$ cat src/rtl/median_pkg.sv
// Shared types and constants for the median filter source streamer.
// The optional DSO timeout is enabled by defining MEDSRC_TIMEOUT_EN.
package median_pkg;

    // Control states of the streamer
    typedef enum logic [1:0] {
        ST_LOAD = 2'd0,
        ST_SEND = 2'd1,
        ST_WAIT = 2'd2,
        ST_HOLD = 2'd3
    } state_e;

    localparam int DEF_SIZE   = 8;
    localparam int DEF_LENGTH = 9;

    // Width of an index able to address n entries (at least one bit)
    function automatic int idx_w(input int n);
        return (n > 1) ? $clog2(n) : 1;
    endfunction

endpackage

$ cat src/rtl/median_src_buf.sv
// LENGTH x SIZE window buffer: one write port addressed by the load index,
// one combinational read port addressed by the send index.
module median_src_buf
    import median_pkg::*;
#(
    parameter int SIZE   = DEF_SIZE,
    parameter int LENGTH = DEF_LENGTH,
    parameter int IW     = idx_w(LENGTH)
) (
    input  logic            clk,
    input  logic            rst_n,
    input  logic            we,
    input  logic [IW-1:0]   waddr,
    input  logic [SIZE-1:0] wdata,
    input  logic [IW-1:0]   raddr,
    output logic [SIZE-1:0] rdata
);

    localparam logic [IW-1:0] LAST_IDX = IW'(LENGTH - 1);

    logic [SIZE-1:0] mem_q [LENGTH];
    logic [SIZE-1:0] mem_d [LENGTH];

    // Next buffer contents: store the sample at the write index when enabled
    always_comb begin
        mem_d = mem_q;
        if (we && (waddr <= LAST_IDX)) begin
            mem_d[waddr] = wdata;
        end else begin
            mem_d = mem_q;
        end
    end

    // Buffer registers; reset discards any partially loaded window
    always_ff @(posedge clk or negedge rst_n) begin
        if (!rst_n) begin
            for (int i = 0; i < LENGTH; i++) begin
                mem_q[i] <= '0;
            end
        end else begin
            mem_q <= mem_d;
        end
    end

    assign rdata = (raddr <= LAST_IDX) ? mem_q[raddr] : '0;

endmodule

$ cat src/rtl/median_src.sv
// Initiator-side streamer for the median filter. Loads one window from the
// host, streams it on PIX/DSI for exactly LENGTH cycles, captures the filter
// result on MED_DSO and hands it to the host with a valid/ready handshake.
// Define MEDSRC_TIMEOUT_EN to add a DSO watchdog that sets the sticky ERR flag.
module median_src
    import median_pkg::*;
#(
    parameter int SIZE    = DEF_SIZE,
    parameter int LENGTH  = DEF_LENGTH,
    parameter int TIMEOUT = 64
) (
    input  logic            CLK,
    input  logic            nRST,
    input  logic            WR_EN,
    input  logic [SIZE-1:0] WR_DATA,
    output logic            WR_RDY,
    output logic [SIZE-1:0] PIX,
    output logic            DSI,
    input  logic [SIZE-1:0] MED_DO,
    input  logic            MED_DSO,
    output logic [SIZE-1:0] RES,
    output logic            RES_VALID,
    input  logic            RES_READY,
    output logic            ERR
);

    localparam int            IW       = idx_w(LENGTH);
    localparam logic [IW-1:0] LAST_IDX = IW'(LENGTH - 1);

    state_e          state_q, state_d;
    logic [IW-1:0]   widx_q, widx_d;
    logic [IW-1:0]   sidx_q, sidx_d;
    logic [SIZE-1:0] pix_q, pix_d;
    logic            dsi_q, dsi_d;
    logic [SIZE-1:0] res_q, res_d;
    logic            res_valid_q, res_valid_d;

    logic            buf_we_s;
    logic [IW-1:0]   buf_raddr_s;
    logic [SIZE-1:0] buf_rdata_s;

`ifdef MEDSRC_TIMEOUT_EN
    localparam int            TW       = idx_w(TIMEOUT);
    localparam logic [TW-1:0] TMO_LAST = TW'(TIMEOUT - 1);

    logic [TW-1:0] tmo_q, tmo_d;
    logic          err_q, err_d;
`endif

    median_src_buf #(
        .SIZE   (SIZE),
        .LENGTH (LENGTH),
        .IW     (IW)
    ) u_buf (
        .clk   (CLK),
        .rst_n (nRST),
        .we    (buf_we_s),
        .waddr (widx_q),
        .wdata (WR_DATA),
        .raddr (buf_raddr_s),
        .rdata (buf_rdata_s)
    );

    // Next-state, index and output decode for the load/send/wait/hold sequence
    always_comb begin
        state_d     = state_q;
        widx_d      = widx_q;
        sidx_d      = sidx_q;
        pix_d       = pix_q;
        dsi_d       = dsi_q;
        res_d       = res_q;
        res_valid_d = res_valid_q;
        buf_we_s    = 1'b0;
        buf_raddr_s = '0;
`ifdef MEDSRC_TIMEOUT_EN
        tmo_d       = '0;
        err_d       = err_q;
`endif
        case (state_q)
            ST_LOAD: begin
                dsi_d = 1'b0;
                pix_d = '0;
                if (WR_EN) begin
                    buf_we_s = 1'b1;
                    if (widx_q == LAST_IDX) begin
                        // Last sample: present the first one on the very next cycle.
                        // A one-entry window has to bypass the buffer write.
                        widx_d  = '0;
                        sidx_d  = '0;
                        state_d = ST_SEND;
                        dsi_d   = 1'b1;
                        pix_d   = (LENGTH == 1) ? WR_DATA : buf_rdata_s;
                    end else begin
                        widx_d = widx_q + IW'(1);
                    end
                end else begin
                    widx_d = widx_q;
                end
            end
            ST_SEND: begin
                // sidx_q is the sample currently on PIX
                if (sidx_q == LAST_IDX) begin
                    sidx_d  = '0;
                    dsi_d   = 1'b0;
                    pix_d   = '0;
                    state_d = ST_WAIT;
                end else begin
                    sidx_d      = sidx_q + IW'(1);
                    buf_raddr_s = sidx_q + IW'(1);
                    pix_d       = buf_rdata_s;
                    dsi_d       = 1'b1;
                end
            end
            ST_WAIT: begin
                dsi_d = 1'b0;
                pix_d = '0;
                if (MED_DSO) begin
                    res_d       = MED_DO;
                    res_valid_d = 1'b1;
                    state_d     = ST_HOLD;
                end else begin
`ifdef MEDSRC_TIMEOUT_EN
                    if (tmo_q == TMO_LAST) begin
                        // Filter never answered: release the host with a zero result
                        err_d       = 1'b1;
                        res_d       = '0;
                        res_valid_d = 1'b1;
                        state_d     = ST_HOLD;
                    end else begin
                        tmo_d = tmo_q + TW'(1);
                    end
`else
                    res_valid_d = 1'b0;
`endif
                end
            end
            ST_HOLD: begin
                if (RES_READY) begin
                    res_valid_d = 1'b0;
                    state_d     = ST_LOAD;
                end else begin
                    res_valid_d = 1'b1;
                end
            end
            default: begin
                state_d     = ST_LOAD;
                widx_d      = '0;
                sidx_d      = '0;
                pix_d       = '0;
                dsi_d       = 1'b0;
                res_valid_d = 1'b0;
            end
        endcase
    end

    // Control and output registers
    always_ff @(posedge CLK or negedge nRST) begin
        if (!nRST) begin
            state_q     <= ST_LOAD;
            widx_q      <= '0;
            sidx_q      <= '0;
            pix_q       <= '0;
            dsi_q       <= 1'b0;
            res_q       <= '0;
            res_valid_q <= 1'b0;
        end else begin
            state_q     <= state_d;
            widx_q      <= widx_d;
            sidx_q      <= sidx_d;
            pix_q       <= pix_d;
            dsi_q       <= dsi_d;
            res_q       <= res_d;
            res_valid_q <= res_valid_d;
        end
    end

`ifdef MEDSRC_TIMEOUT_EN
    // Watchdog counter and sticky error flag
    always_ff @(posedge CLK or negedge nRST) begin
        if (!nRST) begin
            tmo_q <= '0;
            err_q <= 1'b0;
        end else begin
            tmo_q <= tmo_d;
            err_q <= err_d;
        end
    end

    assign ERR = err_q;
`else
    assign ERR = 1'b0;
`endif

    assign WR_RDY    = (state_q == ST_LOAD);
    assign PIX       = pix_q;
    assign DSI       = dsi_q;
    assign RES       = res_q;
    assign RES_VALID = res_valid_q;

endmodule

$ cat config.mk
export PLATFORM = sky130hd
export DESIGN_NAME = median_src
export DESIGN_NICKNAME = d
export VERILOG_FILES = /design/src/rtl/median_pkg.sv /design/src/rtl/median_src_buf.sv /design/src/rtl/median_src.sv
export SDC_FILE = /design/constraint.sdc
export NUM_CORES = 1
export LEC_CHECK = 0
export CELL_PAD_IN_SITES_DETAIL_PLACEMENT = 1
export CELL_PAD_IN_SITES_GLOBAL_PLACEMENT = 2
export CORE_UTILIZATION = 36
export CTS_CLUSTER_DIAMETER = 50
export CTS_CLUSTER_SIZE = 8
export DETAILED_ROUTE_END_ITERATION = 6
export PLACE_DENSITY_LB_ADDON = 0.1
export SYNTH_ARGS = -nofsm -noshare
export SYNTH_HDL_FRONTEND = slang
export SYNTH_SLANG_ARGS = --single-unit
$ cat constraint.sdc
create_clock -name CLK -period 1.9 [get_ports CLK]
set_input_delay 0.38 -clock CLK [delete_from_list [all_inputs] [get_ports CLK]]
set_output_delay 0.38 -clock CLK [all_outputs]
set_load 0.01 [all_outputs]
==> summary.txt <==
Vias in the first global route: 3822
Maxcap violations: 0
IO Port Bufs: 39
Global-route congestion overflow total: 0
Core area: 0.0128 sq mm
Dpl hpwl: 9070 um
Worst Path Max Fanout: 8
Vias: 3611
Layout cell share with drive strength beyond 1: 46.7%
Setup violations, final: 7
Hold Startpoint: DSI$_DFFE_PN0P_
Main synth FF type: dfrtp_1
Yosys reg bits: 100
Mapped Cells: 394
Sequential cell area: 0.00250 sq mm
Die Ht: 117 um
Power per cell area: 1630 mW/mm^2
YS warnings: 0
IO Pins: 41
Synth Cell Area: 0.00480 sq mm
WL per Instance: 20.0 um
CTS tree: done
EDFF count, synth: 0
TNS Setup: -0.159 ns
Critical R2R Launch: sidx_q[0]$_DFFE_PN0P_
Number of antenna diodes: 0
Arrival time worst endpoint: 2.25 ns
CP Launch Type: flip-flop
Pin slew with the least headroom to its limit: 0.500 ns
Max Buffers Root-to-Sink: 2
Crit end category: flip-flop
Layout area overhead: 45.7%
Final Skew: 0.00970 ns
Die area: 0.0138 sq mm
Final Max Slew Viols: 0
Req. time, crit path: 2.17 ns
DR iter-0 viols: 176
Total track usage: 20.7%
CTS buffer count: 9
Final worst setup slack: -0.0796 ns
First-pass GRT wire length: 21900 um
Syn_area_per_cell: 12.2 sq um
Worst relative slew slack: 66.6%
Final ANT Viol Nets: 0
Clock root buffer master: clkbuf_16
Net Count, Synth: 426
Die W: 117 um
Post-route DRC violation count: 0
Finished Core Util: 54.6%
Drt first pass iters: 4
Status: finished with violations
Filler Cell Count: 1304
Vias/cell: 5.29
FP Rows: 41
Critical path class: flip-flop to flip-flop
Pre-CTS setup slack: -0.403 ns
Crit share post-route: 104%
Sequential fraction of the synthesis area: 52.1%
Total clock sinks: 100
Clock-pin slew on the worst setup and hold paths: 0.07 ns
Starting Density: 37.4%
Nets: 537
Max Fclk: 0.505 GHz
Crit path from: sidx_q[0]$_DFFE_PN0P_
Ys async rst share: 100%
Initial antenna violation count: 0
Period minus WS final: 1.98 ns
Final hold vios: 0
H-Tree Depth: 3
Largest net degree at the start of global routing: 33
Failing checks: setup timing
Worst Hold Class: flip-flop to flip-flop
Worst vdd ir: 0.000511 V
RSZ-0062 raised after global routing: true
Pleak: 3.23 nW
GP Congestion: 0.772
Final wirelength: 13600 um
Clock Latency Late Sink: 0.36 ns
Distinct cell type count after synthesis: 39
Multi-input logic area: 0.00265 sq mm
==> cell type report <==
| cell class | count | area share [%] |
|---|---|---|
| clock buffer | 10 | 3.27 |
| clock inverter | 6 | 1.59 |
| inverter | 20 | 1.13 |
| multi-input combinational | 256 | 37.9 |
| sequential | 100 | 35.8 |
| tap | 172 | 3.08 |
| timing repair buffer | 118 | 17.3 |
==> critical path, stage by stage (launching register included) <==
cell,delay (ns)
dfrtp_1,0.38
inv_2,0.07
ha_4,0.30
nand2_4,0.07
buf_8,0.14
buf_12,0.15
buf_4,0.14
mux2i_2,0.15
a221oi_2,0.31
o21ai_2,0.10
o211ai_1,0.08
==> synth_stat cells, types with 5 or more instances <==
cell type	n	area [sq um]
mux2_2	73	822
mux2i_1	16	160
o21ai_0	22	110
and3_1	16	100
nand2_1	36	135
inv_1	20	75.1
nor2_1	5	18.8
dfrtp_1	100	2500
clkbuf_1	8	30.0
a221oi_1	24	210
o211ai_1	9	67.6
a2111oi_0	7	61.3
ha_1	11	138
==> registers in the layout, indices dropped and copies added (netlist names) <==
name,cells
DSI,1
RES,8
PIX,8
state_q,2
sidx_q,4
u_buf.mem_q,72
RES_VALID,1
widx_q,4
==> cells in the final DEF, fill, tap and decap left out, types with 12 or more instances in the layout <==
| cell type | Yosys | routed |
|---|---|---|
| dfrtp_1 | 100 | 100 |
| buf_4 | 4 | 54 |
| a221oi_2 | 0 | 14 |
| nand2_1 | 36 | 33 |
| clkdlybuf4s50_1 | 0 | 37 |
| and3_1 | 16 | 16 |
| inv_1 | 20 | 15 |
| o21ai_0 | 22 | 15 |
| buf_12 | 0 | 12 |
| mux2_2 | 73 | 73 |
==> routing by layer <==
| layer | GRT usage [%] | share of wire (%) | vias to the layer above |
|---|---|---|---|
| li1 | - | - | 1676 |
| met2 | 34.3 | 49 | 54 |
| met5 | 0 | 0 | - |
| met4 | 6.09 | 1.4 | 0 |
| met1 | 27.1 | 46 | 1868 |
| met3 | 4.51 | 3.3 | 13 |
==> final timing paths <==
check                                               to  slack [ns]  cells past startpoint
setup / recovery                    PIX[3]$_DFFE_PN0P_       -0.08                     10
hold reg to reg                        DSI$_DFFE_PN0P_        0.48                      1
max in group asynchronous  u_buf.mem_q[53]$_DFFE_PN0P_        0.82                      3
setup reg to reg                    PIX[3]$_DFFE_PN0P_       -0.08                     10
min in group asynchronous        sidx_q[0]$_DFFE_PN0P_        0.53                      2
hold / removal                         DSI$_DFFE_PN0P_        0.48                      1
==> cell families after synthesis <==
| logic type | share of synthesized area, % |
|---|---|
| flops | 52.1 |
| mux | 20.9 |
| simple gates | 9.02 |
| compound gates | 11.3 |
| buf+inv | 3.70 |
| fa+ha+maj | 2.87 |
| other cells | 0.0781 |
==> repair_timing <==
item / CTS / global route
pin swaps: 30 / 17
resized for setup: 93 / 35
cloned: 2 / 0
hold endpoints to repair: 4 / 0
buffers inserted: 11 / 12
hold buffers: 1 / 0
endpoints found under the setup margin: 27 / 50
==> metrics by stage <==
step / area, sq um / hold slack (ns) / cells / power, mW
5_1_grt: 7000 / 0.521 / 682 / 12.1
3_5_place_dp: 5850 / 0.373 / 647 / 7.92
6_report: 7000 / 0.484 / 682 / 11.4
3_3_place_gp: 5850 / 0.380 / 647 / 7.78
2_1_floorplan: 4810 / 0.0844 / 394 / 5.78
4_1_cts: 6700 / 0.491 / 672 / 11.0
==> power breakdown <==
group	internal [mW]	switching, mW
registers	3.02	0.568
logic	3.08	2.64
clock network	1.29	0.831
Note: power is estimated with default switching activity, not from simulation.
